$ cat src/rtl/scaling_feeder.sv
// -----------------------------------------------------------------------------
// scaling_feeder
//
// Frame-level sequencer for the 2x2 pixel scaler. It reads the source frame
// from a synchronous-read RAM and presents pixels A, B, C, D to the scaler in
// the cycles the scaler samples them. It also writes the scaler's result
// pixel(s) to a destination RAM at consecutive addresses. Scaler enable and
// mode are owned here, so they stay stable for a whole frame.
//
// Tile schedule in RUN (P = 6 compress, P = 7 expand):
//   ph0..ph3 : source reads of A, B, C, D (data returns one cycle later)
//   ph1..ph4 : scl_pixel carries A, B, C, D
//   ph5      : write (compress WB2 / expand WB1)
//   ph6      : write (expand WB2 only)
//
// Ports:
//   clk, rst_n         clock, asynchronous active-low reset
//   start              frame request, sampled only in IDLE
//   process_mode       0 = expand, 1 = compress; latched on an accepted start
//   busy, done         busy from ARM through the last RUN cycle; done pulse
//   src_rd_en/addr     source RAM read port (read data arrives the next cycle)
//   src_rdata          source RAM read data
//   scl_enable         scaler enable (ARM and RUN)
//   scl_process_mode   latched mode, driven to the scaler
//   scl_pixel          pixel to the scaler (passthrough of src_rdata)
//   scl_result         scaler output pixel
//   dst_wr_en/addr/wdata destination RAM write port
// -----------------------------------------------------------------------------
module scaling_feeder #(
  parameter int SRC_W_C = 512,
  parameter int SRC_W_E = 128,
  parameter int SRC_AW  = 18,
  parameter int DST_AW  = 16
) (
  input  logic              clk,
  input  logic              rst_n,
  input  logic              start,
  input  logic              process_mode,
  output logic              busy,
  output logic              done,
  output logic              src_rd_en,
  output logic [SRC_AW-1:0] src_addr,
  input  logic [23:0]       src_rdata,
  output logic              scl_enable,
  output logic              scl_process_mode,
  output logic [23:0]       scl_pixel,
  input  logic [23:0]       scl_result,
  output logic              dst_wr_en,
  output logic [DST_AW-1:0] dst_addr,
  output logic [23:0]       dst_wdata
);

  // Row strides are powers of two, so row*W is a shift by log2(W).
  localparam int LW_C = $clog2(SRC_W_C);
  localparam int LW_E = $clog2(SRC_W_E);

  // Tile counters are sized for whichever mode has more tiles per row.
  localparam int TMAX = (SRC_W_C / 2 > SRC_W_E) ? SRC_W_C / 2 : SRC_W_E;
  localparam int CW   = (TMAX > 2) ? $clog2(TMAX) : 1;

  localparam logic [CW-1:0] TL_C = CW'(SRC_W_C / 2 - 1);
  localparam logic [CW-1:0] TL_E = CW'(SRC_W_E - 1);

  typedef enum logic [1:0] {
    S_IDLE,
    S_ARM,
    S_RUN,
    S_DONE
  } state_e;

  state_e            state_q, state_d;
  logic              mode_q, mode_d;
  logic [2:0]        ph_q, ph_d;
  logic [CW-1:0]     tx_q, tx_d;
  logic [CW-1:0]     ty_q, ty_d;
  logic [DST_AW-1:0] dst_q, dst_d;

  // ---------------------------------------------------------------------------
  // Source address generation (combinational from tile counters and phase).
  // ph[0] selects the right-hand column (B, D), ph[1] the lower row (C, D).
  // ---------------------------------------------------------------------------
  logic              step_x, step_y;
  logic [SRC_AW-1:0] col_c, row_c, col_e, row_e, rd_addr;

  always_comb begin
    step_x = ph_q[0];
    step_y = ph_q[1];
    // Compress: 2x2 stride, the neighbours are always inside the frame.
    col_c  = (SRC_AW'(tx_q) << 1) | SRC_AW'(step_x);
    row_c  = (SRC_AW'(ty_q) << 1) | SRC_AW'(step_y);
    // Expand: stride 1, the neighbour is clamped at the right/bottom edge.
    col_e  = SRC_AW'(tx_q) + SRC_AW'(step_x && (tx_q != TL_E));
    row_e  = SRC_AW'(ty_q) + SRC_AW'(step_y && (ty_q != TL_E));
    if (mode_q) begin
      rd_addr = (row_c << LW_C) + col_c;
    end else begin
      rd_addr = (row_e << LW_E) + col_e;
    end
  end

  // ---------------------------------------------------------------------------
  // Next-state and output logic
  // ---------------------------------------------------------------------------
  logic          running;
  logic [2:0]    ph_last;
  logic [CW-1:0] tile_last;
  logic          last_tile;

  always_comb begin
    // NOTE: every signal assigned in this block gets a default first, so no
    // path leaves one unassigned and no latch is inferred.
    state_d   = state_q;
    mode_d    = mode_q;
    ph_d      = ph_q;
    tx_d      = tx_q;
    ty_d      = ty_q;
    dst_d     = dst_q;

    running   = (state_q == S_RUN);
    ph_last   = mode_q ? 3'd5 : 3'd6;
    tile_last = mode_q ? TL_C : TL_E;
    last_tile = (tx_q == tile_last) && (ty_q == tile_last);

    busy      = (state_q == S_ARM) || running;
    scl_enable = busy;
    done      = (state_q == S_DONE);
    src_rd_en = running && (ph_q < 3'd4);
    dst_wr_en = running && ((ph_q == 3'd5) || (!mode_q && (ph_q == 3'd6)));

    case (state_q)
      S_IDLE: begin
        if (start) begin
          mode_d  = process_mode;
          tx_d    = '0;
          ty_d    = '0;
          dst_d   = '0;
          ph_d    = '0;
          state_d = S_ARM;
        end
      end
      S_ARM: begin
        ph_d    = '0;
        state_d = S_RUN;
      end
      S_RUN: begin
        if (dst_wr_en) begin
          dst_d = dst_q + DST_AW'(1);
        end
        if (ph_q == ph_last) begin
          ph_d = '0;
          if (last_tile) begin
            state_d = S_DONE;
          end else if (tx_q == tile_last) begin
            tx_d = '0;
            ty_d = ty_q + CW'(1);
          end else begin
            tx_d = tx_q + CW'(1);
          end
        end else begin
          ph_d = ph_q + 3'd1;
        end
      end
      S_DONE: begin
        state_d = S_IDLE;
      end
      default: begin
        state_d = S_IDLE;
      end
    endcase
  end

  // Addresses are forced to 0 outside their strobes so idle outputs are quiet.
  assign src_addr         = src_rd_en ? rd_addr : '0;
  assign scl_process_mode = mode_q;
  assign scl_pixel        = src_rdata;
  assign dst_addr         = dst_q;
  assign dst_wdata        = scl_result;

  // ---------------------------------------------------------------------------
  // State registers
  // ---------------------------------------------------------------------------
  always_ff @(posedge clk or negedge rst_n) begin
    if (!rst_n) begin
      state_q <= S_IDLE;
      mode_q  <= 1'b0;
      ph_q    <= '0;
      tx_q    <= '0;
      ty_q    <= '0;
      dst_q   <= '0;
    end else begin
      // NOTE: non-blocking assignments, so every register samples values
      // from before the edge regardless of statement order.
      state_q <= state_d;
      mode_q  <= mode_d;
      ph_q    <= ph_d;
      tx_q    <= tx_d;
      ty_q    <= ty_d;
      dst_q   <= dst_d;
    end
  end

endmodule

$ cat config.mk
export PLATFORM = sky130hd
export DESIGN_NAME = scaling_feeder
export DESIGN_NICKNAME = d
export VERILOG_FILES = /design/src/rtl/scaling_feeder.sv
export SDC_FILE = /design/constraint.sdc
export NUM_CORES = 1
export LEC_CHECK = 0
export CAP_MARGIN = 20
export CORE_ASPECT_RATIO = 1.75
export CORE_UTILIZATION = 48
export DETAILED_ROUTE_END_ITERATION = 7
export PLACE_DENSITY = 0.94
export SYNTH_ARGS = -nofsm -noshare
export SYNTH_HDL_FRONTEND = slang
export SYNTH_SLANG_ARGS = --single-unit
$ cat constraint.sdc
create_clock -name clk -period 7.2 [get_ports clk]
set_input_delay 1.08 -clock clk [delete_from_list [all_inputs] [get_ports clk]]
set_output_delay 1.08 -clock clk [all_outputs]
set_load 0.02 [all_outputs]
---- Word level (Yosys, flattened, before mapping) ----
Cells that the tools add are included.
operators by class
  add/sub/neg operators ................... 8
  order comparisons ....................... 1
  equality and inequality tests ........... 16
  muxes and demuxes ....................... 23
  bitwise logic cells ..................... 2
  reductions and logical operators ........ 18
operators with widths
  kind                                                              number
  8-bit two-way mux                                                 8
  18-bit two-way mux                                                2
  16-bit two-way mux                                                2
  16-bit case mux with 2 select lines                               1
  8-bit case mux with 2 select lines                                2
  18-bit by 9-bit adder with 18-bit output                          1
  8-bit by 1-bit adder with 9-bit output                            2
  9-bit by 1-bit bitwise OR with 9-bit output                       2
  16-bit by 9-bit adder with 17-bit output                          1
  16-bit by 1-bit adder with 16-bit output (second input constant)  1
  8-bit by 1-bit adder with 8-bit output (second input constant)    2
  8-bit equality test                                               2
  8-bit by 7-bit != test with 1-bit output (second input constant)  2
  3-bit case mux with 3 select lines                                1
  2-bit two-way mux                                                 4
  2-bit case mux with 4 select lines                                1
  3-bit equality test (second input constant)                       2
  1-bit logical AND                                                 6
  3-bit two-way mux                                                 2
  2-bit by 1-bit != test with 1-bit output (second input constant)  3
  2-bit != test (second input constant)                             3
  3-bit AND reduction                                               2
  5-bit AND reduction                                               1
  2-bit equality test (second input constant)                       2
  11 further kinds                                                  13
storage, ports and cells
  bits in registers ....................... 38
  input port bits ......................... 52
  output and inout port bits .............. 88
  logic and storage cells ................. 74

---- Depth between registers and ports, before layout ----
Gate-level depths: netlist (run 1).
  word-level depth ........................ 6
  depth in mapped cells ................... 13
  depth with buffers taken out ............ 12

---- Worst setup path after synthesis (run 1) ----
Ideal clock, no wire load.
  path kind ............................... reg-to-output
  start ................................... register ty_q[4]
  end ..................................... output src_addr[12]
  arrival time ............................ 2731 ps
  data required time ...................... 6120 ps
  slack ................................... 3389 ps
  stages on the path, launching flop included .. 13
  buffers on the path ..................... 1
  cells stage by stage .................... dfrtp_1 and3_1 nand4_1 nor2_1 nor2_1 ha_1 ha_1 clkbuf_1 nor2b_1 o21ai_0 a211oi_1 xnor2_1 o22ai_1
on the way
  cells in the longest elaborated chain, start to end .. 6
ends and longest elaborated chain
  what                                        line  RTL
  start: declaration                          75    logic [CW-1:0] ty_q, ty_d;
  start signal: assignment                    197   ty_q <= ty_d;
  8-bit by 7-bit != test with 1-bit output    93    row_e = SRC_AW'(ty_q) + SRC_AW'(step_y && (ty_q != TL_E));
  1-bit logical AND                           93
  8-bit by 1-bit adder with 9-bit output *    93
  16-bit by 9-bit adder with 17-bit output *  97    rd_addr = (row_e << LW_E) + col_e;
  18-bit two-way mux *                        94    if (mode_q) begin
  18-bit two-way mux *                        173   assign src_addr = src_rd_en ? rd_addr : '0;
  end: declaration                            42    output logic [SRC_AW-1:0] src_addr,
Mark *: on every way between the ends. The rest lies on a longest branch, timed or not.

---- Final worst setup path (run 1) ----
  start ................................... register ty_q[3]
  end ..................................... output src_addr[14]
on the way
  cells in the longest elaborated chain, start to end .. 6
  elaborated cells on any way between the ends .. 8
  classes of those cells .................. add/sub: 3; eq/ne: 1; mux: 2; bitwise: 1; reduce/logical: 1
ends and longest elaborated chain
  what                                      line
  8-bit by 7-bit != test with 1-bit output  93
  1-bit logical AND                         93
  8-bit by 1-bit adder with 9-bit output    93
  16-bit by 9-bit adder with 17-bit output  97
  18-bit two-way mux *                      94
  18-bit two-way mux *                      173
Marks and branches as above.

==> results by group, run 1 <==
Status
  – Result of the run: finished clean

GRT
  – Wire length of the first global-routing pass: 13.6 mm
  – Largest net degree at the start of global routing: 39
  – Congestion Overflow GR: 0
  – Total global routing track utilization: 0.231
  – Initial antenna violation count: 0
  – Number of global-route vias before repair: 2987

Final layout
  – Commonest cells after routing, fill and taps aside: clkdlybuf4s50_1, dfrtp_1, nand2_1
  – Final standard cell area without fillers: 0.00366 mm^2
  – Utilization after layout: 0.530
  – Commonest non-fill, non-tap cell in the layout: clkdlybuf4s50_1
  – Area occupied by multi-input gates: 0.00192 mm^2
  – Count of fill cells added during filler insertion: 612
  – Layout overhead on the synthesized area: 6.74%
  – Number of antenna cells inserted: 0
  – Fraction of final layout cells sized beyond drive strength 1: 0.0491
  – Final #Nets: 473
  – Sequential cell area: 951 um^2

Floorplanning
  – Starting density of the core: 0.497
  – Vertical die dimension: 114 um
  – I/O pins: 140
  – Die Width: 65.9 um
  – Area of the core: 0.00691 mm^2
  – Die Outline Area: 0.00751 mm^2
  – Row Count: 40

Placed design
  – Placed instance area: 0.00347 mm^2
  – DP Worst Slack: 2540 ps
  – Gp weighted congestion: 0.929
  – Final HPWL from detailed placement: 6.10 mm
  – I/O Buffers: 43

Pwr
  – VDD IR-drop max: 0.000127 V
  – Power Dens Cells: 359 mW/mm^2
  – Total power of the final layout: 0.00132 W
  – Static leakage: 1.41 nW

CTS
  – CTS Buf Count: 5
  – Setup repair bufs after CTS: 0
  – TritonCTS clock tree: yes
  – CTS Hold Bufs: 0
  – H-Tree Level Count: 2
  – # clock sinks: 38
  – CTS clk-pin slew, worst paths: 50 ps
  – Clock Root Buffer: clkbuf_16
  – Clock network latency to the later pin of the worst-skew pair: 290 ps
  – Count of instances resized after the clock tree is built: 0
  – Clock Tree Buf Depth: 2

Routing
  – Drt pass-1 iters: 4
  – Total via count in the routed design: 3109
  – Number of design-rule violations left by the first detailed-router iteration: 245
  – Final routed DRC violation total: 0
  – Wirelength per Cell: 17.2 um
  – Vias per cell: 6.33
  – Antenna-violating nets left: 0
  – Aggregate routed wire length: 8.43 mm

Setup path
  – Critical path endpoint category: output port
  – Crit start category: flip-flop
  – Maximum net fanout on the critical path: 14
  – Worst-path cell chain: and3_1 -> nand4_1 -> nor2_1 -> nor2_1 -> ha_1 -> ha_1 -> nor2b_1 -> o21ai_0 -> a211oi_1 -> nand4_1 -> o211ai_1 -> clkdlybuf4s50_1
  – Count of buffer and inverter cells on the critical path: 1
  – Crit-path max cell delay: 640 ps
  – Top cell family by delay on the critical path: simple AND/OR/NAND/NOR gates
  – Worst EP required: 6120 ps
  – Slowest CP cell: clkdlybuf4s50_1
  – Start-to-end type of the worst setup path: reg -> out
  – Critical path arrival: 3940 ps

Timing
  – Crit share post-route: 0.698
  – Fmax: 199 MHz
  – Worst-case headroom to the max-slew limit: 0.385
  – Pins Over Slew Limit: 0
  – Number of endpoints with negative hold slack in the final report: 0
  – Skew final: 6.38 ps
  – Least setup slack across all paths after layout: 2180 ps
  – Worst Tran Pin Value: 922 ps
  – Setup violators final: 0
  – Setup repair after global routing missed its margin: no
  – Total Neg Setup Slack: 0 ps
  – Time the final worst path needs with I/O delays and setup: 5020 ps

Min path
  – Worst min-delay path category: reg -> reg

Logic synthesis
  – Yosys warning total: 0
  – Proportion of register bits with asynchronous set or reset after synthesis: 1.00
  – Syn avg cell area: 7.96 um^2
  – Prevailing post-synth register cell: dfrtp_1
  – Proportion of synthesized chip area in sequential cells: 0.277
  – Synthesized netlist cell count: 431
  – Number of enable-type register cells in the synthesized netlist: 0
  – Netlist Area Pre-Place: 0.00343 mm^2
  – Register bit count reported by yosys: 38
  – Number of library cell types mapped by synthesis: 58
  – Net Count, Synth: 498

Flow run
  – Reported max-cap violation count: 0
-- power breakdown --
group / switching [W] / total, W / internal (W)
clock network: 0.0000872 / 0.000286 / 0.000199
logic: 0.000410 / 0.000678 / 0.000268
registers: 0.0000930 / 0.000351 / 0.000258
total: 0.000590 / 0.00132 / 0.000725
-- through the flow --
step,hold slack [ps],std cells
2_1_floorplan,503,431
3_3_place_gp,515,483
3_5_place_dp,530,483
4_1_cts,542,491
5_1_grt,573,491
6_report,539,491
-- cells by family (layout without fill, tap and decap cells) --
group,count (synthesis),after routing,share of synthesized area
AOI/OAI and AO/OA,110,110,0.213
adders and majority gates,15,15,0.0547
and+or+nand+nor,158,158,0.244
muxes,7,7,0.0215
xor gates and xnor gates,10,10,0.0255
buffers and inverters,93,69,0.164
DFF,38,38,0.277
-- cells in the mapped netlist, types with 3 or more instances --
cell	number	area share
nand2_1	37	0.040
dfrtp_1	38	0.28
nand3_1	21	0.031
clkbuf_1	13	0.014
xnor2_1	7	0.018
o21ai_0	35	0.051
a21oi_1	23	0.034
inv_1	17	0.019
ha_1	15	0.055
mux2i_1	4	0.012
nand4_1	9	0.016
o221ai_1	4	0.010
a31oi_1	5	0.0091
or3_1	13	0.024
nor2b_1	6	0.011
nand2b_1	3	0.0055
nor3_1	11	0.016
o31ai_1	10	0.022
nand3b_1	6	0.013
and3_1	6	0.011
nor2_1	28	0.031
mux2_2	3	0.0098
or4_1	5	0.011
buf_4	51	0.11
o211ai_1	4	0.0087
buf_1	3	0.0033
buf_2	7	0.010
a211oi_1	3	0.0066
xor2_1	3	0.0077
-- path summary, 6_finish.rpt --
| check | start | end | slack (ps) | depth (start not counted) |
|---|---|---|---|---|
| worst max register to register | state_q[0]$_DFFE_PN0P_ | tx_q[2]$_DFFE_PN0P_ | 4100 | 7 |
| worst max-delay path | ty_q[3]$_DFFE_PN0P_ | src_addr[14] | 2180 | 12 |
| worst min-delay path | dst_addr[1]$_DFFE_PN0P_ | dst_addr[1]$_DFFE_PN0P_ | 540 | 2 |
| min in group asynchronous | rst_n | dst_addr[10]$_DFFE_PN0P_ | 900 | 1 |
| worst min register to register | dst_addr[1]$_DFFE_PN0P_ | dst_addr[1]$_DFFE_PN0P_ | 540 | 2 |
| max in group asynchronous | rst_n | ty_q[4]$_DFFE_PN0P_ | 5770 | 1 |
-- routing by layer --
layer  track usage  vias up  wire length [um]
met5             0        -                 0
met4         0.149        0               388
met3        0.0350       49               382
met2         0.408      106              4540
met1         0.244     1503              3120
li1              -     1451                 -
-- layout make-up --
class / count / share of cell area
Inverter: 17 / 0.0174
Sequential cell: 38 / 0.260
Timing Repair Buffer: 44 / 0.118
Clock buffer: 5 / 0.0342
Clock inverter: 3 / 0.0188
Multi-Input combinational cell: 300 / 0.523
Tap cell: 84 / 0.0287
-- flip-flops by register name, indices dropped and copies added (netlist names) --
signal and flops:
dst_addr 16, ty_q 8, state_q 2, scl_process_mode 1, tx_q 8, ph_q 3
-- worst reg2reg max path, stage by stage (launching register included) --
cell	delay, ps
dfrtp_1	390
inv_1	90
ha_1	770
inv_1	380
o21ai_0	230
a21bo_2	380
or2_2	440
o31ai_1	310
Note: power is estimated with default switching activity, not from simulation.
==> run 2: changes to the inputs <==
- CORE_UTILIZATION: 48 -> 40
- PLACE_DENSITY: 0.94 -> 0.84
- clock period: 7.2 -> 4.3 ns (I/O delays scaled with it)
==> run 2 against run 1 <==
Net effect:
- worst setup slack got worse by 2000 ps
- clock-buffer cell count did not move
- utilization fell by 7.7 points
- cell area rose by 2.9%
==> results by group, run 2 (synthesized netlist as in run 1, its figures left out) <==
CTS
  – Clock Root Buffer: clkbuf_16
  – H-Tree Level Count: 2
  – CTS clk-pin slew, worst paths: 60 ps
  – Clock network latency to the later pin of the worst-skew pair: 280 ps
  – Clock Tree Buf Depth: 2
  – CTS Hold Bufs: 0
  – Setup repair bufs after CTS: 0
  – # clock sinks: 38
  – CTS Buf Count: 5
  – TritonCTS clock tree: yes

Setup path
  – Crit start category: flip-flop
  – Critical path endpoint category: output port
  – Worst-path cell chain: and3_1 -> nand4_1 -> nor2_1 -> nor2_1 -> ha_1 -> ha_2 -> nor2b_1 -> o21ai_1 -> a32oi_1 -> a2111oi_0 -> a311o_1 -> clkdlybuf4s50_1
  – Critical path arrival: 3450 ps
  – Worst EP required: 3650 ps
  – R2R depth: 6
  – Cell with the most instances on the worst path: nor2_1
  – Logic depth of the worst setup path including buffers: 12
  – Crit-path max cell delay: 630 ps
  – Maximum net fanout on the critical path: 11
  – Start-to-end type of the worst setup path: reg -> out
  – Count of buffer and inverter cells on the critical path: 1
  – Slowest CP cell: clkdlybuf4s50_1
  – Top cell family by delay on the critical path: compound AO/OA/AOI/OAI gates

Routing
  – Total via count in the routed design: 3120
  – Number of design-rule violations left by the first detailed-router iteration: 312
  – Drt pass-1 iters: 4
  – Wirelength per Cell: 16.3 um
  – Antenna-violating nets left: 0
  – Aggregate routed wire length: 8.66 mm
  – Final routed DRC violation total: 0
  – Vias per cell: 5.86

GRT
  – Wire length of the first global-routing pass: 14.0 mm
  – Number of global-route vias before repair: 3007
  – Congestion Overflow GR: 0
  – Total global routing track utilization: 0.197
  – Initial antenna violation count: 0
  – Largest net degree at the start of global routing: 39

Final layout
  – Commonest non-fill, non-tap cell in the layout: clkdlybuf4s50_1
  – Area occupied by multi-input gates: 0.00193 mm^2
  – Sequential cell area: 952 um^2
  – Commonest cells after routing, fill and taps aside: clkdlybuf4s50_1, nand2_1, dfrtp_1
  – Flip-flop count of the largest register, all copies and words added: 16
  – Number of antenna cells inserted: 0
  – Fraction of final layout cells sized beyond drive strength 1: 0.0863
  – Count of fill cells added during filler insertion: 795
  – Layout overhead on the synthesized area: 9.81%
  – Final #Nets: 483

Pwr
  – Power Dens Cells: 581 mW/mm^2
  – Total power of the final layout: 0.00219 W
  – Static leakage: 1.46 nW
  – VDD IR-drop max: 0.000269 V

Timing
  – Setup violators final: 0
  – Worst Tran Pin Value: 857 ps
  – Least setup slack across all paths after layout: 205 ps
  – Crit share post-route: 0.952
  – Final Hold Slack: 466 ps
  – Skew final: 4.28 ps
  – Fmax: 244 MHz
  – Pins Over Slew Limit: 0
  – Worst-case headroom to the max-slew limit: 0.429
  – Time the final worst path needs with I/O delays and setup: 4090 ps
  – Number of endpoints with negative hold slack in the final report: 0

Placed design
  – Final HPWL from detailed placement: 6.56 mm
  – I/O Buffers: 43
  – DP Worst Slack: 288 ps
  – Gp weighted congestion: 0.918

Status
  – Result of the run: finished clean

Floorplanning
  – Die Outline Area: 0.00897 mm^2
  – Vertical die dimension: 125 um
  – I/O pins: 140
  – Die Width: 72.0 um
  – Area of the core: 0.00831 mm^2
  – Row Count: 44
  – Starting density of the core: 0.413

Min path
  – Worst min-delay path category: in -> async

Flow run
  – Reported max-cap violation count: 0
## run 2: cell count changes in the layout (fill, tap and decap cells not counted), moves of 2 or more
cell      change
ha_2          +2
a211oi_1      -2
clkinv_2      +2
a211oi_2      +2
ha_1          -2
buf_4        +10
## run 2: metal layers
metal	GRT usage	part of all wire
met1	0.197	0.36
met2	0.363	0.55
met3	0.0218	0.040
met4	0.136	0.051
met5	0	0
## run 2: cell type report
class | count | share of cell area
Clock inverter | 3 | 0.0106
Inverter | 17 | 0.0169
Timing Repair Buffer | 54 | 0.135
Clock buffer | 5 | 0.0332
Tap cell | 115 | 0.0382
Multi-Input combinational cell | 300 | 0.513
Sequential cell | 38 | 0.253
## run 2: stage by stage
stage          setup TNS (ps)  cell area, um^2  cells   util
2_1_floorplan               0             3430    431      -
3_3_place_gp                0             3580    524  0.431
3_5_place_dp                0             3580    524  0.431
4_1_cts                     0             3750    532  0.451
5_1_grt                 -23.8             3770    532  0.453
6_report                    0             3770    532  0.453
## run 2: repair_timing
| item | 4_1_cts | 5_1_grt |
|---|---|---|
| resized for setup | 1 | 7 |
| pin swaps | 0 | 1 |
| setup endpoints to repair | 1 | 7 |
## run 2: final timing paths
check,startpoint,end,slack [ps]
min in group clk,state_q[0]$_DFFE_PN0P_,state_q[0]$_DFFE_PN0P_,570
max in group asynchronous,rst_n,ty_q[2]$_DFFE_PN0P_,3230
min,rst_n,dst_addr[10]$_DFFE_PN0P_,470
min reg2reg,state_q[0]$_DFFE_PN0P_,state_q[0]$_DFFE_PN0P_,570
max reg2reg,scl_process_mode$_DFFE_PN0P_,ty_q[4]$_DFFE_PN0P_,1380
max,ty_q[2]$_DFFE_PN0P_,src_addr[11],210
## run 2: power breakdown
| group | internal [W] | leakage, nW | switching, W |
|---|---|---|---|
| Sequential | 0.000434 | 0.509 | 0.000129 |
| Combinational | 0.000480 | 0.872 | 0.000728 |
| Clock | 0.000271 | 0.0836 | 0.000147 |
| Total | 0.00119 | 1.46 | 0.00100 |
==> run 3: changes to the inputs <==
- REMOVE_ABC_BUFFERS: default -> 1
==> run 3 against run 2 <==
Net effect:
- global-route usage is 5.4 points higher
- sequential share of layout area is 0.13 points higher
- clock-buffer cell count is 1 higher
- critical endpoint is now src_addr[14]
- largest cell class unchanged
- largest power group unchanged
==> results by group, run 3 (synthesized netlist as in run 1, its figures left out) <==
CTS
  – CTS Hold Bufs: 0
  – Count of instances resized after the clock tree is built: 0
  – CTS Buf Count: 5
  – TritonCTS clock tree: yes
  – Clock Tree Buf Depth: 2
  – Setup repair bufs after CTS: 0
  – # clock sinks: 38
  – Clock network latency to the later pin of the worst-skew pair: 280 ps
  – H-Tree Level Count: 2
  – CTS clk-pin slew, worst paths: 60 ps
  – Clock Root Buffer: clkbuf_16

Timing
  – Setup repair after global routing missed its margin: no
  – Total Neg Setup Slack: 0 ps
  – Pins Over Slew Limit: 0
  – Number of endpoints with negative hold slack in the final report: 0
  – Time the final worst path needs with I/O delays and setup: 4140 ps
  – Crit share post-route: 0.962
  – Worst-case headroom to the max-slew limit: 0.392
  – Skew final: 4.09 ps
  – Worst Tran Pin Value: 911 ps
  – Setup violators final: 0
  – Fmax: 242 MHz

GRT
  – Initial antenna violation count: 0
  – Congestion Overflow GR: 0
  – Wire length of the first global-routing pass: 17.3 mm
  – Total global routing track utilization: 0.251
  – Number of global-route vias before repair: 3119
  – Largest net degree at the start of global routing: 39

Final layout
  – Flip-flop count of the largest register, all copies and words added: 16
  – Area occupied by multi-input gates: 0.00193 mm^2
  – Sequential cell area: 953 um^2
  – Commonest cells after routing, fill and taps aside: clkdlybuf4s50_1, nand2_1, dfrtp_1
  – Number of antenna cells inserted: 0
  – Final standard cell area without fillers: 0.00375 mm^2
  – Commonest non-fill, non-tap cell in the layout: clkdlybuf4s50_1
  – Final #Nets: 483
  – Layout overhead on the synthesized area: 9.37%
  – Count of fill cells added during filler insertion: 826
  – Fraction of final layout cells sized beyond drive strength 1: 0.0863

Setup path
  – Crit start category: flip-flop
  – Worst reg2reg path endpoint: ty_q[3]$_DFFE_PN0P_
  – Worst EP required: 3650 ps
  – Worst R2R Start: scl_process_mode$_DFFE_PN0P_
  – R2R depth: 6
  – Critical path arrival: 3490 ps
  – Maximum net fanout on the critical path: 8
  – Worst reg-to-reg setup slack: 1240 ps
  – Start-to-end type of the worst setup path: reg -> out
  – Critical path endpoint category: output port

Placed design
  – I/O Buffers: 43
  – Gp weighted congestion: 1.03
  – Placed instance area: 0.00358 mm^2
  – Final HPWL from detailed placement: 8.56 mm

Floorplanning
  – Die Width: 72.0 um
  – Starting density of the core: 0.413
  – I/O pins: 140
  – Die Outline Area: 0.00897 mm^2
  – Area of the core: 0.00831 mm^2
  – Row Count: 44
  – Vertical die dimension: 125 um

Pwr
  – Power Dens Cells: 578 mW/mm^2
  – Static leakage: 1.47 nW
  – VDD IR-drop max: 0.000387 V

Routing
  – Total via count in the routed design: 3319
  – Antenna-violating nets left: 0
  – Wirelength per Cell: 21.2 um
  – Final routed DRC violation total: 0
  – Number of design-rule violations left by the first detailed-router iteration: 287
  – Aggregate routed wire length: 11.3 mm
  – Drt pass-1 iters: 5
  – Vias per cell: 6.24

Status
  – Result of the run: finished clean

Flow run
  – Reported max-cap violation count: 0

Min path
  – Worst min-delay path category: in -> async
[run 3: worst max-delay path by stage]
stage	startpoint	endpoint	cells past startpoint
finish	tx_q[1]$_DFFE_PN0P_	src_addr[14]	13
global route	tx_q[1]$_DFFE_PN0P_	src_addr[14]	13
CTS	ty_q[0]$_DFFE_PN0P_	src_addr[13]	12
detailed placement	ty_q[0]$_DFFE_PN0P_	src_addr[13]	12
global placement	ty_q[4]$_DFFE_PN0P_	src_addr[10]	11
floorplan	ty_q[3]$_DFFE_PN0P_	src_addr[10]	10
[run 3: cell type report]
type,count,area share
Tap cell,115,0.0383
Inverter,17,0.0170
Multi-Input combinational cell,300,0.514
Timing Repair Buffer,54,0.137
Clock buffer,6,0.0370
Sequential cell,38,0.254
Clock inverter,2,0.00333
[run 3: where the power goes]
group	internal (W)	leakage, nW	total (W)	switching, W
sequential	0.000434	0.507	0.000573	0.000138
clock	0.000230	0.0729	0.000385	0.000155
combinational	0.000483	0.886	0.00121	0.000727
total	0.00115	1.47	0.00217	0.00102
[run 3: worst max-delay path: stages (launching register included)]
cell and delay [ps]:
dfrtp_1 470, ha_1 220, and2_1 270, nand2_1 120
nor2_1 100, nor2_1 50, ha_1 210, ha_2 220
a41oi_4 280, a211oi_1 90, buf_4 170, a211o_1 280
o211ai_1 100, clkdlybuf4s50_1 630
[run 3: stage by stage]
stage	cells	setup slack (ps)	utilization	power (W)	hold WS, ps
final	532	165	0.452	0.00217	496
after global routing	532	7.93	0.452	0.00231	575
after CTS	532	9.68	0.449	0.00215	536
after detailed placement	524	330	0.431	0.00176	544
after global placement	524	426	0.431	0.00173	521
after floorplan	355	849	-	0.00130	349
[run 3: layer usage]
layer / vias to the layer above / track usage / part of all wire
li1: 1474 / - / -
met1: 1572 / 0.283 / 0.36
met2: 241 / 0.392 / 0.46
met3: 28 / 0.146 / 0.15
met4: 4 / 0.0577 / 0.024
met5: - / 0.117 / 0.0064
